**config.mk**
```make
export PLATFORM = sky130hd
export DESIGN_NAME = download_packer
export DESIGN_NICKNAME = d
export VERILOG_FILES = /design/src/rtl/cave_download_pkg.sv /design/src/rtl/download_packer.sv
export SDC_FILE = /design/constraint.sdc
export NUM_CORES = 1
export LEC_CHECK = 0
export CORE_MARGIN = 3
export CORE_UTILIZATION = 55
export CTS_BUF_LIST = sky130_fd_sc_hd__clkbuf_4 sky130_fd_sc_hd__clkbuf_8
export CTS_CLUSTER_DIAMETER = 80
export DETAILED_ROUTE_END_ITERATION = 10
export GPL_TIMING_DRIVEN = 0
export PLACE_DENSITY_LB_ADDON = 0.1
export SYNTH_ARGS = -nofsm -noshare
export SYNTH_HDL_FRONTEND = slang
export SYNTH_SLANG_ARGS = --single-unit
export TNS_END_PERCENT = 10
```
**constraint.sdc**
```tcl
create_clock -name clock -period 15.1 [get_ports clock]
set_input_delay 3.775 -clock clock [delete_from_list [all_inputs] [get_ports clock]]
set_output_delay 3.775 -clock clock [all_outputs]
set_load 0.01 [all_outputs]
```
**src/rtl/cave_download_pkg.sv**
```systemverilog
// cave_download_pkg: shared constants and lane helpers for the ROM download packer.
// Contents:
//   LANES, WORD_BITS, MASK_BITS - geometry of one 64-bit DDR word built from 16-bit lanes
//   WADDR_W                     - width of the 8-byte word address taken from download_addr[26:3]
//   DDR_ROM_BASE                - default byte base address of the ROM image in DDR
//   lane_mask/lane_data/lane_sel - place a 16-bit lane into a 64-bit word and its byte mask
package cave_download_pkg;
    localparam int LANES = 4;
    localparam int WORD_BITS = 64;
    localparam int MASK_BITS = WORD_BITS / 8;
    localparam int LANE_W = $clog2(LANES);
    localparam int WADDR_W = 24;
    localparam logic [31:0] DDR_ROM_BASE = 32'h3000_0000;

    function automatic logic [MASK_BITS-1:0] lane_mask(input logic [LANE_W-1:0] lane);
        return 8'b0000_0011 << {lane, 1'b0};
    endfunction

    function automatic logic [WORD_BITS-1:0] lane_data(input logic [LANE_W-1:0] lane, input logic [15:0] d);
        return 64'(d) << {lane, 4'b0000};
    endfunction

    function automatic logic [WORD_BITS-1:0] lane_sel(input logic [LANE_W-1:0] lane);
        return 64'h0000_0000_0000_FFFF << {lane, 4'b0000};
    endfunction
endpackage

```
**src/rtl/download_packer.sv**
```systemverilog
// download_packer: packs 16-bit ROM download writes into masked 64-bit DDR write requests.
// Ports:
//   clock, reset                 - rising-edge clock, asynchronous active-high reset
//   download_cs/wr/index/addr/dout - download source; addr bit 0 ignored, lane = addr[2:1]
//   download_waitReq             - stall to the source (input latch occupied or flush pending)
//   mem_wr/addr/din/mask         - 64-bit write request, held stable while mem_waitReq=1
//   mem_waitReq                  - sink stall
//   busy                         - latch, accumulator or output register holds data
//   done                         - one-cycle pulse when a download has fully drained
//   error                        - sticky: a write arrived while download_waitReq=1
module download_packer
    import cave_download_pkg::*;
#(
    parameter logic [31:0] BASE_ADDR = DDR_ROM_BASE,
    parameter logic [7:0]  ROM_INDEX = 8'd0
) (
    input  logic        clock,
    input  logic        reset,
    input  logic        download_cs,
    input  logic        download_wr,
    input  logic [7:0]  download_index,
    input  logic [26:0] download_addr,
    input  logic [15:0] download_dout,
    output logic        download_waitReq,
    output logic        mem_wr,
    output logic [31:0] mem_addr,
    output logic [63:0] mem_din,
    output logic [7:0]  mem_mask,
    input  logic        mem_waitReq,
    output logic        busy,
    output logic        done,
    output logic        error
);
    logic                 lat_v_q, lat_v_d;
    logic [WADDR_W-1:0]   lat_waddr_q, lat_waddr_d;
    logic [LANE_W-1:0]    lat_lane_q, lat_lane_d;
    logic [15:0]          lat_data_q, lat_data_d;
    logic [WADDR_W-1:0]   acc_waddr_q, acc_waddr_d;
    logic [WORD_BITS-1:0] acc_data_q, acc_data_d;
    logic [MASK_BITS-1:0] acc_mask_q, acc_mask_d;
    logic                 out_v_q, out_v_d;
    logic [WADDR_W-1:0]   out_waddr_q, out_waddr_d;
    logic [WORD_BITS-1:0] out_data_q, out_data_d;
    logic [MASK_BITS-1:0] out_mask_q, out_mask_d;
    logic                 cs_q;
    logic                 flush_q, flush_d;
    logic                 error_q, error_d;

    logic                 acc_v, out_free, hit, accept, merge_ok, empty_all;
    logic [MASK_BITS-1:0] ins_mask, m_mask;
    logic [WORD_BITS-1:0] ins_data, m_data;
    logic                 unused_addr0;

    assign unused_addr0 = download_addr[0];

    // The accumulator is valid exactly when any byte in it has been written.
    assign acc_v     = |acc_mask_q;
    assign out_free  = !out_v_q || !mem_waitReq;
    assign hit       = download_cs && download_wr && (download_index == ROM_INDEX);
    assign accept    = hit && !download_waitReq;
    assign merge_ok  = lat_v_q && (!acc_v || acc_waddr_q == lat_waddr_q);
    assign ins_mask  = lane_mask(lat_lane_q);
    assign ins_data  = lane_data(lat_lane_q, lat_data_q);
    // An empty accumulator contributes zeros so stale data never leaks into unwritten lanes.
    assign m_mask    = (acc_v ? acc_mask_q : '0) | ins_mask;
    assign m_data    = ((acc_v ? acc_data_q : '0) & ~lane_sel(lat_lane_q)) | ins_data;
    assign empty_all = !lat_v_q && !acc_v && !out_v_q;

    assign download_waitReq = lat_v_q || flush_q;
    assign mem_wr   = out_v_q;
    assign mem_addr = BASE_ADDR + 32'({out_waddr_q, 3'b000});
    assign mem_din  = out_data_q;
    assign mem_mask = out_mask_q;
    assign busy     = !empty_all;
    assign done     = flush_q && empty_all;
    assign error    = error_q;

    always_comb begin
        lat_v_d     = lat_v_q;
        lat_waddr_d = lat_waddr_q;
        lat_lane_d  = lat_lane_q;
        lat_data_d  = lat_data_q;
        acc_waddr_d = acc_waddr_q;
        acc_data_d  = acc_data_q;
        acc_mask_d  = acc_mask_q;
        out_v_d     = out_v_q && mem_waitReq;
        out_waddr_d = out_waddr_q;
        out_data_d  = out_data_q;
        out_mask_d  = out_mask_q;
        if (merge_ok) begin
            lat_v_d = 1'b0;
            // A write that completes the word bypasses the accumulator to keep latency at two cycles.
            if (&m_mask && out_free) begin
                out_v_d     = 1'b1;
                out_waddr_d = lat_waddr_q;
                out_data_d  = m_data;
                out_mask_d  = m_mask;
                acc_mask_d  = '0;
            end else begin
                acc_waddr_d = lat_waddr_q;
                acc_data_d  = m_data;
                acc_mask_d  = m_mask;
            end
        end else if (lat_v_q && out_free) begin
            // Word address changed: retire the old word and seed a new one from the latch.
            lat_v_d     = 1'b0;
            out_v_d     = 1'b1;
            out_waddr_d = acc_waddr_q;
            out_data_d  = acc_data_q;
            out_mask_d  = acc_mask_q;
            acc_waddr_d = lat_waddr_q;
            acc_data_d  = ins_data;
            acc_mask_d  = ins_mask;
        end else if (!lat_v_q && acc_v && out_free && (&acc_mask_q || flush_q)) begin
            out_v_d     = 1'b1;
            out_waddr_d = acc_waddr_q;
            out_data_d  = acc_data_q;
            out_mask_d  = acc_mask_q;
            acc_mask_d  = '0;
        end
        if (accept) begin
            lat_v_d     = 1'b1;
            lat_waddr_d = download_addr[26:3];
            lat_lane_d  = download_addr[2:1];
            lat_data_d  = download_dout;
        end
        flush_d = (cs_q && !download_cs) || (flush_q && !done);
        error_d = error_q || (hit && download_waitReq);
    end

    always_ff @(posedge clock or posedge reset) begin
        if (reset) begin
            lat_v_q     <= 1'b0;
            lat_waddr_q <= '0;
            lat_lane_q  <= '0;
            lat_data_q  <= '0;
            acc_waddr_q <= '0;
            acc_data_q  <= '0;
            acc_mask_q  <= '0;
            out_v_q     <= 1'b0;
            out_waddr_q <= '0;
            out_data_q  <= '0;
            out_mask_q  <= '0;
            cs_q        <= 1'b0;
            flush_q     <= 1'b0;
            error_q     <= 1'b0;
        end else begin
            lat_v_q     <= lat_v_d;
            lat_waddr_q <= lat_waddr_d;
            lat_lane_q  <= lat_lane_d;
            lat_data_q  <= lat_data_d;
            acc_waddr_q <= acc_waddr_d;
            acc_data_q  <= acc_data_d;
            acc_mask_q  <= acc_mask_d;
            out_v_q     <= out_v_d;
            out_waddr_q <= out_waddr_d;
            out_data_q  <= out_data_d;
            out_mask_q  <= out_mask_d;
            cs_q        <= download_cs;
            flush_q     <= flush_d;
            error_q     <= error_d;
        end
    end
endmodule
```
==> implementation parameters, run 1 <==
Parameter                              Value

Clock tree
  Cell at the root of the clock tree    sky130_fd_sc_hd__clkbuf_8
  Clock buffer count from CTS    41
  Maximum clock path buffer count    3
  Hold Buf Count CTS    0
  Clk pin slew, worst setup/hold paths    0.06 ns
  Resized cells post-CTS    0
  CTS H-tree depth    2
  Worst-Skew Late Latency    0.54 ns
  # Post-CTS Setup Buffers    0
  Sinks on Clock Net    239
  TritonCTS clock tree    yes

Floorplanning
  Chip height    145 um
  Cell row count    50
  Area of the core    0.0188 mm2
  Horiz. Die Dim    145 um
  Effective utilization at floorplan    56.5%
  Area of the die    0.0210 mm2
  I/O pin count    165

Logic synthesis
  Synthesized instance count    764
  Netlist area before placement    0.0106 mm2
  Flops & latches, synth    239
  EDFF count, synth    0
  Post-synth cell types    44
  Leading register cell type out of synthesis    sky130_fd_sc_hd__dfrtp_1
  Share of synthesized registers carrying an async set or reset    100%
  Average size of a mapped cell    13.9 um2
  Sequential fraction of the synthesis area    56.2%
  Synth Warn #    0

GRT
  Largest net degree at the start of global routing    132
  Total Routing Usage GR    25.0%
  Grt total ovfl    0
  Number of global-route vias before repair    7702
  Antenna violations before repair    0
  Global-route wire length before repair    42.4 mm

Routing
  DRC    0
  Number of iterations in the first detailed-routing pass    5
  Final WL    26.5 mm
  Violation count after the first detailed-route iteration    742
  Via count normalized by instance count    5.97
  Routed length per instance    21.1 um
  Count of antenna-violating nets left after detailed routing    0
  Via count    7491

Power
  Standby leakage power    0.00631 uW
  Switching power    308 uW
  Power density relative to cell area    101 mW/mm2
  Clk network pwr share    44.7%
  Combinational share of power    6.6%
  Peak supply drop    0.0709 mV
  Sequential power share    48.7%
  Internal Dissipation    1050 uW
  Switching Fraction    22.8%

Worst hold path
  Hold/Removal Path Class    register to register
  Hold path start    mem_din[62]

Worst setup path
  Worst Path Arrival    2.68 ns
  Launching element of the worst setup path    acc_mask_q[5]
  Path type of the worst setup path    register to primary output
  Worst reg2reg path startpoint    lat_waddr_q[15]
  Crit-path max FO    7
  Worst Path Required    11.32 ns
  Critical path endpoint category    primary output
  Element type at the critical path start    register

Placement
  Last weighted congestion value of the routability-driven placer    0.831
  Number of buffer cells added on primary ports    155
  Half-perimeter wire length after detailed placement    18.3 mm
  Cell total after placement    1186

Flow run
  Number of maximum-capacitance violations    0

Timing
  Number of hold-slack violations in the final timing report    0
  Max-slew headroom    46.4%
  Min cycle time layout    6.45 ns
  Post-route clock skew    0.0273 ns
  Setup repair after global routing missed its margin    false
  Max-slew violation count    0
  Total negative slack for setup checks    0 ns
  Share of the clock period used by the worst path after layout    42.7%
  Actual transition at the worst max-transition pin    0.801 ns
  Number of endpoints failing setup at the final stage    0
  Fmax    155 MHz

Layout
  Most frequent cells in the layout    sky130_fd_sc_hd__dfrtp_1 (239), sky130_fd_sc_hd__mux2_2 (156), sky130_fd_sc_hd__clkdlybuf4s50_1 (155), sky130_fd_sc_hd__a32o_1 (128), sky130_fd_sc_hd__clkbuf_8 (52)
  Nets    1025
  Post-route insts no fill    1255
  Antenna diode instance count    0
  Post-Route Utilization    71.3%
  Area Overhead vs Synth    26.2%
  Share of final-layout standard cells stronger than drive strength 1    26.6%
  Most common cell after layout, fill and taps aside    sky130_fd_sc_hd__dfrtp_1

Run status
  Status    complete, no violations
power by group through the flow:
stage	clock network, uW	registers (uW)	logic [uW]
floorplan	0	674	38.6
global placement	0	670	86.2
detailed placement	0	670	90.0
CTS	615	659	90.5
global route	650	660	97.8
finish	606	659	89.3
area by class of cell:
| class | instances | area [um2] |
|---|---|---|
| well taps | 260 | 325 |
| multi-input cells | 431 | 4190 |
| clock buffers | 62 | 791 |
| inverters | 14 | 60.1 |
| fillers | 1298 | 5400 |
| flip-flops and latches | 239 | 5980 |
| clock inverters | 7 | 66.3 |
| repair buffers | 156 | 1580 |
| plain buffers | 86 | 439 |
critical path: stages, from the launching register on:
cell and delay [ns]:
sky130_fd_sc_hd__dfrtp_1 0.42, sky130_fd_sc_hd__nor4_1 0.36, sky130_fd_sc_hd__nand2_1 0.28, sky130_fd_sc_hd__or3_1 0.43, sky130_fd_sc_hd__nor2_1 0.12, sky130_fd_sc_hd__clkdlybuf4s50_1 0.54
layer usage:
layer,up-vias,GRT usage (%),share of wire (%)
li1,3339,-,-
met1,3814,34.5,42
met2,300,40.8,49
met3,38,6.09,7.7
met4,0,5.37,1.3
met5,-,0,0
synthesized netlist by cell type (2+ instances only):
| master | n | share of area (%) |
|---|---|---|
| sky130_fd_sc_hd__nor4_1 | 6 | 0.35 |
| sky130_fd_sc_hd__inv_1 | 14 | 0.49 |
| sky130_fd_sc_hd__nand2_1 | 10 | 0.35 |
| sky130_fd_sc_hd__buf_6 | 9 | 0.95 |
| sky130_fd_sc_hd__nor2b_1 | 2 | 0.12 |
| sky130_fd_sc_hd__o211ai_1 | 3 | 0.21 |
| sky130_fd_sc_hd__a21oi_1 | 11 | 0.52 |
| sky130_fd_sc_hd__o31a_1 | 3 | 0.25 |
| sky130_fd_sc_hd__nor3_1 | 2 | 0.094 |
| sky130_fd_sc_hd__xor2_1 | 24 | 2.0 |
| sky130_fd_sc_hd__o21a_1 | 4 | 0.28 |
| sky130_fd_sc_hd__nand4_1 | 5 | 0.29 |
| sky130_fd_sc_hd__buf_1 | 10 | 0.35 |
| sky130_fd_sc_hd__dfrtp_1 | 239 | 56 |
| sky130_fd_sc_hd__mux2_2 | 156 | 17 |
| sky130_fd_sc_hd__buf_2 | 12 | 0.56 |
| sky130_fd_sc_hd__buf_4 | 9 | 0.64 |
| sky130_fd_sc_hd__conb_1 | 2 | 0.071 |
| sky130_fd_sc_hd__mux2i_1 | 10 | 0.94 |
| sky130_fd_sc_hd__nor4_2 | 2 | 0.24 |
| sky130_fd_sc_hd__mux2_1 | 22 | 2.3 |
| sky130_fd_sc_hd__nor2_1 | 4 | 0.14 |
| sky130_fd_sc_hd__a32o_1 | 128 | 12 |
| sky130_fd_sc_hd__a22o_1 | 8 | 0.66 |
| sky130_fd_sc_hd__clkbuf_1 | 46 | 1.6 |
| sky130_fd_sc_hd__o22a_1 | 4 | 0.33 |
| sky130_fd_sc_hd__nand2b_1 | 2 | 0.12 |
flip-flops by register name, summed over array words and instances, names as in the netlist, 2 cells and up:
signal,cells
out_waddr_q,24
lat_data_q,16
acc_data_q,64
lat_lane_q,2
acc_waddr_q,24
lat_waddr_q,24
acc_mask_q,8
mem_mask,8
mem_din,64
cell families (layout without fill, tap and decap cells):
| family | Yosys count | after routing | share of synthesized area [%] |
|---|---|---|---|
| AND/OR/NAND/NOR | 40 | 40 | 2.18 |
| buffers and inverters | 100 | 325 | 4.62 |
| flip-flops | 239 | 239 | 56.2 |
| AO/OA/AOI/OAI | 170 | 170 | 15.0 |
| multiplexers | 189 | 189 | 19.9 |
| XOR/XNOR | 24 | 24 | 1.98 |
| other | 2 | 8 | 0.0706 |
worst paths after layout:
path                                       end  slack, ns  cells after the start
max in group asynchronous       acc_data_q[24]      10.27                      3
worst max register to register  acc_waddr_q[1]      11.85                      7
worst max-delay path                      done       8.65                      5
worst min-delay path               mem_din[62]       0.48                      1
worst min register to register     mem_din[62]       0.48                      1
min in group asynchronous                error       3.77                      2
stage by stage:
step	power, uW	worst slack [ns]	instance area (um2)	hold slack, ns
floorplan	713	4.77	10700	0.466
global placement	756	2.44	12500	0.459
detailed placement	760	8.74	12600	0.475
CTS	1360	8.65	13400	0.489
global route	1410	8.57	13400	0.506
finish	1350	8.65	13400	0.483
Note: power is estimated with default switching activity, not from simulation.
==> run 2: changes to the inputs <==
- clock period: 15.1 -> 6.48 ns (I/O delays scaled with it)
==> implementation parameters, run 2 (synthesis results as in run 1) <==
Parameter                              Value

Worst setup path
  Worst R2R Path Depth    7 (unchanged)
  Element type at the critical path start    register (unchanged)
  Critical path endpoint category    primary output (unchanged)
  Worst Path Arrival    2.68 ns (about the same)
  Worst Path Required    4.86 ns (was 11.32 ns)
  Crit-path max FO    7 (unchanged)
  Path type of the worst setup path    register to primary output (unchanged)

Layout
  Area of the multi-input gates    0.00419 mm2 (unchanged)
  Most common cell after layout, fill and taps aside    sky130_fd_sc_hd__dfrtp_1 (unchanged)
  Nets    1029 (was 1025)
  Register cell area after layout    0.00598 mm2 (unchanged)
  Antenna diode instance count    0 (unchanged)
  Most frequent cells in the layout    sky130_fd_sc_hd__dfrtp_1 (239), sky130_fd_sc_hd__mux2_2 (156), sky130_fd_sc_hd__clkdlybuf4s50_1 (155), sky130_fd_sc_hd__a32o_1 (128), sky130_fd_sc_hd__clkbuf_8 (57) (was sky130_fd_sc_hd__dfrtp_1 (239), sky130_fd_sc_hd__mux2_2 (156), sky130_fd_sc_hd__clkdlybuf4s50_1 (155), sky130_fd_sc_hd__a32o_1 (128), sky130_fd_sc_hd__clkbuf_8 (52))
  Area Overhead vs Synth    27.3% (was 26.2%)
  Share of final-layout standard cells stronger than drive strength 1    27.1% (was 26.6%)
  Post-route insts no fill    1261 (was 1255)
  Total of fill cells in the finished design    1251 (was 1298)

Timing
  Setup repair after global routing missed its margin    false (unchanged)
  Total negative slack for setup checks    0 ns (unchanged)
  Max-slew violation count    0 (unchanged)
  Final hold slack    0.486 ns (was 0.483 ns)
  Number of endpoints failing setup at the final stage    0 (unchanged)
  Min cycle time layout    4.30 ns
  Max-slew headroom    47.6% (was 46.4%)
  Share of the clock period used by the worst path after layout    66.3%
  Fmax    233 MHz
  Actual transition at the worst max-transition pin    0.785 ns (was 0.801 ns)
  Number of hold-slack violations in the final timing report    0 (unchanged)
  Post-route clock skew    0.0176 ns (was 0.0273 ns)

GRT
  Total Routing Usage GR    25.4% (was 25.0%)
  Grt total ovfl    0 (unchanged)
  Largest net degree at the start of global routing    44 (was 132)
  Number of global-route vias before repair    7895 (was 7702)
  Global-route wire length before repair    43.0 mm (was 42.4 mm)
  Antenna violations before repair    0 (unchanged)

Power
  Power Total    3170 uW (was 1350 uW)
  Power density relative to cell area    234 mW/mm2 (was 101 mW/mm2)
  Standby leakage power    0.00636 uW (was 0.00631 uW)
  Peak supply drop    0.140 mV (was 0.0709 mV)

Worst hold path
  Hold/Removal Path Class    register to register (unchanged)
  Hold Path Stages    1 (unchanged)

Routing
  Count of antenna-violating nets left after detailed routing    0 (unchanged)
  Metal3 WL    1.88 mm (was 2.04 mm)
  Wire length on met1    11.6 mm (was 11.2 mm)
  Violation count after the first detailed-route iteration    617 (was 742)
  Final WL    27.2 mm (was 26.5 mm)
  Routed length per instance    21.6 um (was 21.1 um)
  Via count    7593 (was 7491)
  Number of iterations in the first detailed-routing pass    5 (unchanged)
  Highest metal layer with signal wires    met4 (unchanged)
  WL met2    12.9 mm (about the same)
  DRC    0 (unchanged)
  Via count normalized by instance count    6.02 (was 5.97)

Flow run
  Number of maximum-capacitance violations    0 (unchanged)

Floorplanning
  Area of the core    0.0188 mm2 (unchanged)
  Area of the die    0.0210 mm2 (unchanged)
  Cell row count    50 (unchanged)
  Horiz. Die Dim    145 um (unchanged)
  I/O pin count    165 (unchanged)
  Chip height    145 um (unchanged)
  Effective utilization at floorplan    56.5% (unchanged)

Clock tree
  Hold Buf Count CTS    0 (unchanged)
  Sinks on Clock Net    239 (unchanged)
  Clock buffer count from CTS    40 (was 41)
  Resized cells post-CTS    0 (unchanged)
  Worst-Skew Late Latency    0.54 ns (about the same)
  # Post-CTS Setup Buffers    0 (unchanged)
  TritonCTS clock tree    yes (unchanged)
  Cell at the root of the clock tree    sky130_fd_sc_hd__clkbuf_8 (unchanged)
  Maximum clock path buffer count    3 (unchanged)
  CTS H-tree depth    2 (unchanged)
  Clk pin slew, worst setup/hold paths    0.06 ns (about the same)

Placement
  Last weighted congestion value of the routability-driven placer    0.837 (was 0.831)
  Number of buffer cells added on primary ports    155 (unchanged)
  Half-perimeter wire length after detailed placement    19.0 mm (was 18.3 mm)
  Cell total after placement    1191 (was 1186)

Run status
  Status    complete, no violations (unchanged)
==> run 2: changes by cell type in the layout (fill, tap and decap cells not counted), sizes merged <==
cell / previous run / this run
inv: 15 / 14
buf: 41 / 46
clkbuf: 108 / 111
bufinv: 1 / 0
==> run 2: final timing paths <==
check,start,end,slack (ns)
setup reg to reg,lat_waddr_q[5],acc_waddr_q[0],3.11
setup / recovery,acc_mask_q[0],done,2.18
hold reg to reg,error,error,0.49
min in group asynchronous,reset,mem_din[36],1.58
max in group asynchronous,reset,mem_din[28],3.83
hold / removal,error,error,0.49
==> run 2: final cells by class <==
class                           instances  share of cell area, %
Clock inverter                          5                  0.213
Inverter                               14                  0.416
Tap cell                              260                   2.40
Sequential cell                       239                   44.2
Timing Repair Buffer                  161                   12.4
Buffer                                 86                   3.24
Clock buffer                           65                   6.24
Multi-Input combinational cell        431                   30.9
==> run 2: routing by layer <==
| metal | global-route usage (%) | up-vias |
|---|---|---|
| met5 | 0 | - |
| met3 | 5.90 | 60 |
| li1 | - | 3343 |
| met2 | 41.3 | 330 |
| met1 | 34.3 | 3860 |
| met4 | 8.17 | 0 |
==> run 2: power breakdown <==
part / internal, uW / switching, uW / total (uW)
Clock: 823 / 594 / 1420
Sequential: 1520 / 16.6 / 1540
Combinational: 106 / 110 / 216
==> run 2: metrics by stage <==
stage	area, um2	setup WS (ns)	util (%)
floorplan	10700	1.73	-
global placement	12500	0.277	66.6
detailed placement	12700	2.23	67.3
CTS	13500	2.17	71.9
global route	13500	2.05	71.9
finish	13500	2.18	71.9
==> run 2: worst max-delay path, stage by stage (launching register included) <==
cell	delay, ns
sky130_fd_sc_hd__dfrtp_1	0.41
sky130_fd_sc_hd__nor4_1	0.38
sky130_fd_sc_hd__nand2_1	0.28
sky130_fd_sc_hd__or3_1	0.43
sky130_fd_sc_hd__nor2_1	0.10
sky130_fd_sc_hd__clkdlybuf4s50_1	0.55
==> run 3: changes to the inputs <==
- clock period: 6.48 -> 4.4 ns (I/O delays scaled with it)
==> results of run 3 <==
Same layout as run 2 (identical final DEF). Status: complete, no violations.
Main changes from that run: setup slack after placement 2.23 ns -> 0.673 ns; setup slack after layout 2.18 ns -> 0.624 ns; register-to-register setup slack 3.11 ns -> 1.03 ns; total power 3170 uW -> 4670 uW; worst IR drop on VDD 0.140 mV -> 0.206 mV
